**src/rtl/ofdm_tx_pkg.sv**
```systemverilog
`default_nettype none
// +--------------------------------------------------------------------------+
// | ofdm_tx_pkg                                                              |
// | Shared types and constants for the 802.11a/g legacy OFDM transmit bit    |
// | framer: framer state encoding, RATE -> N_DBPS lookup, CRC-32 constants   |
// | and the fixed field lengths of the PPDU.                                 |
// | Revision: 1.0                                                            |
// +--------------------------------------------------------------------------+
package ofdm_tx_pkg;

   typedef enum logic [2:0] {
      ST_IDLE    = 3'd0,
      ST_SIG     = 3'd1,
      ST_SERVICE = 3'd2,
      ST_PSDU    = 3'd3,
      ST_FCS     = 3'd4,
      ST_TAIL    = 3'd5,
      ST_PAD     = 3'd6
   } state_e;

   localparam logic [31:0] c_crc_poly = 32'hEDB88320;   // reflected CRC-32
   localparam logic [31:0] c_crc_init = 32'hFFFFFFFF;

   localparam int c_sig_bits     = 24;
   localparam int c_service_bits = 16;
   localparam int c_fcs_bits     = 32;
   localparam int c_tail_bits    = 6;
   localparam int c_fcs_bytes    = 4;

   localparam logic [6:0] c_scram_default_seed = 7'h5D;

   // Data bits per OFDM symbol for each legal L-SIG RATE code; 0 flags an
   // illegal code.
   function automatic logic [7:0] rate_to_ndbps(input logic [3:0] rate);
      logic [7:0] n;
      case (rate)
         4'hB:    n = 8'd24;
         4'hF:    n = 8'd36;
         4'hA:    n = 8'd48;
         4'hE:    n = 8'd72;
         4'h9:    n = 8'd96;
         4'hD:    n = 8'd144;
         4'h8:    n = 8'd192;
         4'hC:    n = 8'd216;
         default: n = 8'd0;
      endcase
      return n;
   endfunction

endpackage
`default_nettype wire

```
**src/rtl/crc32_serial.sv**
```systemverilog
`default_nettype none
// +--------------------------------------------------------------------------+
// | crc32_serial                                                             |
// | Bit-serial reflected CRC-32 (poly 0xEDB88320), one data bit per enable.  |
// | Ports: clk_i, rst_i (sync, active-high), init_i (load 0xFFFFFFFF),       |
// |        en_i / d_i (absorb one bit), fcs_o (final complemented CRC).      |
// | Revision: 1.0                                                            |
// +--------------------------------------------------------------------------+
module crc32_serial
   import ofdm_tx_pkg::*;
(
   input  logic        clk_i,
   input  logic        rst_i,
   input  logic        init_i,
   input  logic        en_i,
   input  logic        d_i,
   output logic [31:0] fcs_o
);

   logic [31:0] crc_q;
   logic [31:0] crc_d;
   logic        w_fb;

   assign w_fb  = crc_q[0] ^ d_i;
   assign crc_d = w_fb ? ((crc_q >> 1) ^ c_crc_poly) : (crc_q >> 1);

   always_ff @(posedge clk_i) begin
      if (rst_i || init_i) begin
         crc_q <= c_crc_init;
      end else if (en_i) begin
         crc_q <= crc_d;
      end
   end

   assign fcs_o = ~crc_q;

endmodule
`default_nettype wire

```
**src/rtl/ofdm_tx_bit_framer.sv**
```systemverilog
`default_nettype none
// +--------------------------------------------------------------------------+
// | ofdm_tx_bit_framer                                                       |
// | Serialises one legacy OFDM packet: L-SIG (24 bits, clear), SERVICE,      |
// | PSDU, CRC-32 FCS, TAIL and PAD, scrambling the data field.               |
// | Ports: clock/reset; start + pkt_rate/pkt_len/scram_seed request;         |
// |        byte_in/_valid/_ready payload stream; bit_out/_is_sig/_last/      |
// |        _valid/_ready serial output; busy, tx_done, tx_err status.        |
// | Revision: 1.0                                                            |
// +--------------------------------------------------------------------------+
module ofdm_tx_bit_framer
   import ofdm_tx_pkg::*;
#(
   parameter logic [6:0] DEFAULT_SEED = c_scram_default_seed,
   parameter int         LEN_WIDTH    = 12
)(
   input  logic                 clock,
   input  logic                 reset,
   input  logic                 start,
   input  logic [3:0]           pkt_rate,
   input  logic [LEN_WIDTH-1:0] pkt_len,
   input  logic [6:0]           scram_seed,
   input  logic [7:0]           byte_in,
   input  logic                 byte_in_valid,
   output logic                 byte_in_ready,
   output logic                 bit_out,
   output logic                 bit_out_is_sig,
   output logic                 bit_out_last,
   output logic                 bit_out_valid,
   input  logic                 bit_out_ready,
   output logic                 busy,
   output logic                 tx_done,
   output logic                 tx_err
);

   state_e               state_q;
   logic [7:0]           ndbps_q, dbit_q;
   logic [LEN_WIDTH-1:0] len_q, cnt_q;
   logic [6:0]           scr_q;
   logic [22:0]          sig_sr_q;
   logic [6:0]           sr_q;       // remaining bits of the current byte
   logic [2:0]           sr_cnt_q;   // 0 means empty
   logic                 out_bit_q, out_valid_q, out_sig_q, out_last_q;
   logic                 busy_q, done_q, err_q;

   logic                 w_fb, w_slot_free, w_last_pending;
   logic                 w_have, w_raw, w_out_bit, w_last, w_load;
   logic [6:0]           w_scr_next;
   logic [7:0]           w_dbit_inc, w_start_ndbps;
   logic [11:0]          w_len12;
   logic [23:0]          w_sig_vec;
   logic                 w_start_ok, w_crc_init, w_crc_en;
   logic [31:0]          w_fcs;

   assign w_start_ndbps = rate_to_ndbps(pkt_rate);
   assign w_start_ok    = (w_start_ndbps != 8'd0) && (pkt_len >= LEN_WIDTH'(c_fcs_bytes));
   assign w_len12       = 12'(pkt_len);
   assign w_sig_vec     = {6'b0, ^{w_len12, 1'b0, pkt_rate}, w_len12, 1'b0, pkt_rate};

   assign w_fb       = scr_q[6] ^ scr_q[3];
   assign w_scr_next = {scr_q[5:0], w_fb};
   assign w_dbit_inc = (dbit_q == ndbps_q - 8'd1) ? 8'd0 : dbit_q + 8'd1;

   // The output register can take a new bit when empty or draining this cycle.
   assign w_slot_free    = !out_valid_q || bit_out_ready;
   assign w_last_pending = out_valid_q && out_last_q;

   always_comb begin
      w_have = 1'b1;
      w_raw  = 1'b0;
      case (state_q)
         ST_IDLE: w_have = 1'b0;
         ST_SIG:  w_raw  = sig_sr_q[0];
         ST_PSDU: begin
            w_have = (sr_cnt_q != 3'd0) || byte_in_valid;
            w_raw  = (sr_cnt_q != 3'd0) ? sr_q[0] : byte_in[0];
         end
         ST_FCS:  w_raw  = w_fcs[cnt_q[4:0]];
         default: w_raw  = 1'b0;
      endcase
   end

   assign w_out_bit = (state_q == ST_SIG)  ? w_raw :
                      (state_q == ST_TAIL) ? 1'b0  : (w_raw ^ w_fb);
   assign w_last    = (((state_q == ST_TAIL) && (cnt_q == LEN_WIDTH'(c_tail_bits - 1)))
                       || (state_q == ST_PAD)) && (w_dbit_inc == 8'd0);
   assign w_load    = w_slot_free && w_have && !w_last_pending;

   // A byte is taken only when its first bit goes straight into the output register.
   assign byte_in_ready = (state_q == ST_PSDU) && (sr_cnt_q == 3'd0) && w_slot_free;

   assign w_crc_init = (state_q == ST_IDLE) && start && w_start_ok;
   assign w_crc_en   = w_load && (state_q == ST_PSDU);

   crc32_serial u_crc (
      .clk_i  (clock),
      .rst_i  (reset),
      .init_i (w_crc_init),
      .en_i   (w_crc_en),
      .d_i    (w_raw),
      .fcs_o  (w_fcs)
   );

   always_ff @(posedge clock) begin
      if (reset) begin
         state_q     <= ST_IDLE;
         ndbps_q     <= '0;
         dbit_q      <= '0;
         len_q       <= '0;
         cnt_q       <= '0;
         scr_q       <= '0;
         sig_sr_q    <= '0;
         sr_q        <= '0;
         sr_cnt_q    <= '0;
         out_bit_q   <= 1'b0;
         out_valid_q <= 1'b0;
         out_sig_q   <= 1'b0;
         out_last_q  <= 1'b0;
         busy_q      <= 1'b0;
         done_q      <= 1'b0;
         err_q       <= 1'b0;
      end else begin
         done_q <= 1'b0;
         err_q  <= 1'b0;
         if (w_last_pending && bit_out_ready) begin
            out_valid_q <= 1'b0;
            out_last_q  <= 1'b0;
            out_sig_q   <= 1'b0;
            busy_q      <= 1'b0;
            done_q      <= 1'b0 | 1'b1;
            state_q     <= ST_IDLE;
         end else if (state_q == ST_IDLE) begin
            if (start) begin
               if (!w_start_ok) begin
                  err_q <= 1'b1;
               end else begin
                  // First L-SIG bit is emitted straight from the request.
                  ndbps_q     <= w_start_ndbps;
                  len_q       <= pkt_len;
                  scr_q       <= (scram_seed == 7'd0) ? DEFAULT_SEED : scram_seed;
                  sig_sr_q    <= w_sig_vec[23:1];
                  out_bit_q   <= w_sig_vec[0];
                  out_valid_q <= 1'b1;
                  out_sig_q   <= 1'b1;
                  out_last_q  <= 1'b0;
                  cnt_q       <= LEN_WIDTH'(1);
                  dbit_q      <= '0;
                  sr_cnt_q    <= '0;
                  busy_q      <= 1'b1;
                  state_q     <= ST_SIG;
               end
            end
         end else if (w_load) begin
            out_bit_q   <= w_out_bit;
            out_valid_q <= 1'b1;
            out_sig_q   <= (state_q == ST_SIG);
            out_last_q  <= w_last;
            if (state_q != ST_SIG) begin
               dbit_q <= w_dbit_inc;
               scr_q  <= w_scr_next;
            end
            case (state_q)
               ST_SIG: begin
                  sig_sr_q <= sig_sr_q >> 1;
                  cnt_q    <= cnt_q + LEN_WIDTH'(1);
                  if (cnt_q == LEN_WIDTH'(c_sig_bits - 1)) begin
                     cnt_q   <= '0;
                     state_q <= ST_SERVICE;
                  end
               end
               ST_SERVICE: begin
                  cnt_q <= cnt_q + LEN_WIDTH'(1);
                  if (cnt_q == LEN_WIDTH'(c_service_bits - 1)) begin
                     if (len_q == LEN_WIDTH'(c_fcs_bytes)) begin
                        cnt_q   <= '0;
                        state_q <= ST_FCS;
                     end else begin
                        cnt_q   <= len_q - LEN_WIDTH'(c_fcs_bytes);  // bytes still to fetch
                        state_q <= ST_PSDU;
                     end
                  end
               end
               ST_PSDU: begin
                  if (sr_cnt_q == 3'd0) begin
                     sr_q     <= byte_in[7:1];
                     sr_cnt_q <= 3'd7;
                     cnt_q    <= cnt_q - LEN_WIDTH'(1);
                  end else begin
                     sr_q     <= sr_q >> 1;
                     sr_cnt_q <= sr_cnt_q - 3'd1;
                     if ((sr_cnt_q == 3'd1) && (cnt_q == '0)) begin
                        state_q <= ST_FCS;
                     end
                  end
               end
               ST_FCS: begin
                  cnt_q <= cnt_q + LEN_WIDTH'(1);
                  if (cnt_q == LEN_WIDTH'(c_fcs_bits - 1)) begin
                     cnt_q   <= '0;
                     state_q <= ST_TAIL;
                  end
               end
               ST_TAIL: begin
                  cnt_q <= cnt_q + LEN_WIDTH'(1);
                  if (cnt_q == LEN_WIDTH'(c_tail_bits - 1)) begin
                     state_q <= ST_PAD;
                  end
               end
               default: ;
            endcase
         end else if (w_slot_free) begin
            // Bubble: previous bit drained and nothing new to send.
            out_valid_q <= 1'b0;
            out_last_q  <= 1'b0;
            out_sig_q   <= 1'b0;
         end
      end
   end

   assign bit_out        = out_bit_q;
   assign bit_out_valid  = out_valid_q;
   assign bit_out_is_sig = out_sig_q;
   assign bit_out_last   = out_last_q;
   assign busy           = busy_q;
   assign tx_done        = done_q;
   assign tx_err         = err_q;

endmodule
`default_nettype wire

```
**config.mk**
```make
export PLATFORM = sky130hd
export DESIGN_NAME = ofdm_tx_bit_framer
export DESIGN_NICKNAME = d
export VERILOG_FILES = /design/src/rtl/ofdm_tx_pkg.sv /design/src/rtl/crc32_serial.sv /design/src/rtl/ofdm_tx_bit_framer.sv
export SDC_FILE = /design/constraint.sdc
export NUM_CORES = 1
export LEC_CHECK = 0
export CORE_MARGIN = 4
export CORE_UTILIZATION = 60
export DETAILED_ROUTE_END_ITERATION = 12
export GPL_ROUTABILITY_DRIVEN = 1
export PLACE_DENSITY = 0.8
export SYNTH_ARGS = -nofsm -noshare
export SYNTH_HDL_FRONTEND = slang
export SYNTH_SLANG_ARGS = --single-unit
```
**constraint.sdc**
```tcl
create_clock -name clock -period 3.37 [get_ports clock]
set_input_delay 0.674 -clock clock [delete_from_list [all_inputs] [get_ports clock]]
set_output_delay 0.674 -clock clock [all_outputs]
set_load 0.1 [all_outputs]
```
==> results.toml <==
[cells_and_area]
final_area_um2 = 8371
final_nets = 1006
utilization_pct = 72.08
layout-drive-gt1-share_pct = 11.90
area_delta_synth_final_pct = 15.94
fillers = 885
diodes = 0

[detailed_routing]
routed_via_density = 6.442
vias = 7144
wirelength_um = 19040
drc = 0
avgRoutedWirePerCell_um = 17.17
ant_nets = 0
firstDrtPassIters = 5
drt_iter0_markers = 566

[sta]
hold_viol_final = 0
slew_headroom_pct = 35.56
worst_slew_pin_slew_ns = 0.9637
fin_crit_ns = 3.083
period_share_pct = 91.49
finClkSkew_ns = 0.007336
rsz0062_at_grt = "false"
drv_slew = 0
maxClockFrequency_mhz = 324.3
setup_viol = 0

[clocking]
cts_max_path_buffers = 2
cts_tree = "done"
cts-htree-levels = 4
cts.sinks = 114
cts_inserted_buffers = 17
ctsResizeCount = 0
post_cts_buffers = 0
clk_transition_reported_paths_ns = 0.06
ctsHoldBuffers = 0
cts-root-buf = "clkbuf_16"
clock_latency_ns = 0.42

[floorplanning]
die_w_um = 117.7
ioPinCount = 44
core_area_um2 = 11610
die_h_um = 117.7
rows = 39
design.die.area_um2 = 13850
initial_core_util_pct = 62.16

[run]
cap_violations = 0

[global_routing]
grt_pass1_vias = 6566
grt_usage_pct = 26.95
grt_max_degree = 55
grt_pass1_wl_um = 31490
grt_overflow = 0
antenna_found_initial = 0

[synthesis]
ys.flop_type = "dfxtp_1"
synth_enable_flop_cells = 0
yosysWarnings = 0
synth_seq_cells = 114
synth_cell_types = 78
syn_nets = 987
netlist_instances = 934
syn_area_per_cell_um2 = 7.730
async_reset_ff_share_pct = 0
syn-cell-area_um2 = 7219
synth_seq_area_share_pct = 31.61

[worst_setup_path]
required_ns = 3.66
end_kind = "flop"
crit_path_max_fanout = 40
start_kind = "primary input"
worstPathArrival_ns = 3.38
crit_type = "in2reg"

[power]
irDropWorstVdd_uv = 392.5
fin_total_pwr_mw = 5.220
cellLeakagePower_nw = 3.035
power_density_nw_per_um2 = 623.7

[place]
place.gp.congestion = 0.9692
place_area_um2 = 7770
numPortBuffers = 43
hpwlAfterDp_um = 12940

[status]
status = "complete, no violations"

[hold_path]
hold_path.class = "reg2reg"
stage by stage:
step	instances	hold slack (ns)	setup WS, ns	TNS (ns)
after floorplan	934	0.4319	0.3905	0
after global placement	1077	0.4405	0.03147	0
after detailed placement	1077	0.4451	-0.1172	-1.048
after CTS	1109	0.4520	0.3086	0
after global routing	1109	0.4688	0.1185	0
final	1109	0.4532	0.2867	0
placed cells by master, fill, tap and decap left out, drive strengths merged, types with 35 or more instances in the layout:
cell type	instances
a21oi	54
nor2	51
nand3	49
xnor2	35
dfxtp	114
nand2	165
clkdlybuf4s50	36
nand2b	35
buf	41
nor3	43
report_power, final:
part	leakage [nW]	internal (mW)	switching [mW]
logic	1.81	0.657	1.07
clock network	0.303	1.18	0.627
registers	0.927	1.52	0.164
total	3.04	3.36	1.86
state kept, by name, summed over array words and instances, names as in the netlist:
signal,count
busy,1
sig_sr_q,17
bit_out,1
ndbps_q,6
bit_out_is_sig,1
dbit_q,8
scr_q,7
tx_err,1
state_q,3
bit_out_last,1
cnt_q,12
sr_q,7
bit_out_valid,1
u_crc.crc_q,32
len_q,12
tx_done,1
sr_cnt_q,3
cell families (layout without fill, tap and decap cells):
logic type,count (synthesis),after routing,synth area share (%)
xor gates and xnor gates,46,46,5.581
DFF,114,114,31.61
adders and majority gates,17,17,2.946
AOI/OAI and AO/OA,205,205,20.21
buffers and inverters,95,127,5.650
muxes,17,17,3.120
and+or+nand+nor,440,440,30.88
synthesized netlist by cell type, types with 15 or more instances:
cell	count	area, um^2
nor3_1	40	200.2
clkbuf_1	51	191.4
nand2b_1	35	219.0
inv_1	17	63.81
a311oi_1	24	210.2
nand3_1	49	245.2
nand2_1	165	619.3
nor2_1	51	191.4
ha_1	17	212.7
a21oi_1	54	270.3
buf_2	20	100.1
or2_2	15	93.84
dfxtp_1	114	2282
xnor2_1	35	306.5
o21ai_0	18	90.09
per-layer routing:
layer  GRT usage [%]  wire (um)  vias up
met5               0          0        -
met4           11.21        506        0
met3           4.998       1181       50
met2           44.92       9207      260
met1           34.29       8144     3399
li1                -          -     3435
area by class of cell:
cell class | count | area, um^2 | share of cell area [%]
Clock buffer | 23 | 498.0 | 5.949
Clock inverter | 9 | 102.6 | 1.226
Inverter | 18 | 67.56 | 0.8072
Multi-Input combinational cell | 725 | 4538 | 54.22
Sequential cell | 114 | 2282 | 27.26
Tap cell | 143 | 178.9 | 2.138
Timing Repair Buffer | 77 | 703.2 | 8.401
path summary, 6_finish.rpt:
kind	slack, ns	endpoint	start	depth (start not counted)
worst max-delay path	0.29	u_crc.crc_q[23]$_SDFFE_PP1P_	pkt_rate[1]	10
worst max register to register	0.56	cnt_q[7]$_SDFFE_PP0P_	cnt_q[0]$_SDFFE_PP0P_	7
worst min register to register	0.45	sr_cnt_q[1]$_SDFFE_PP0P_	sr_cnt_q[1]$_SDFFE_PP0P_	2
worst min-delay path	0.45	sr_cnt_q[1]$_SDFFE_PP0P_	sr_cnt_q[1]$_SDFFE_PP0P_	2
critical path, stage by stage:
cell and delay [ns]:
clkdlybuf4s50_1 0.54, inv_1 0.10, ha_1 0.22, or4b_1 0.50, o21ai_1 0.19, buf_4 0.16, nor3_2 0.06, or2_4 0.38
a2111oi_0 0.44, nor3_1 0.10
Power figures use the tool's default switching activity.
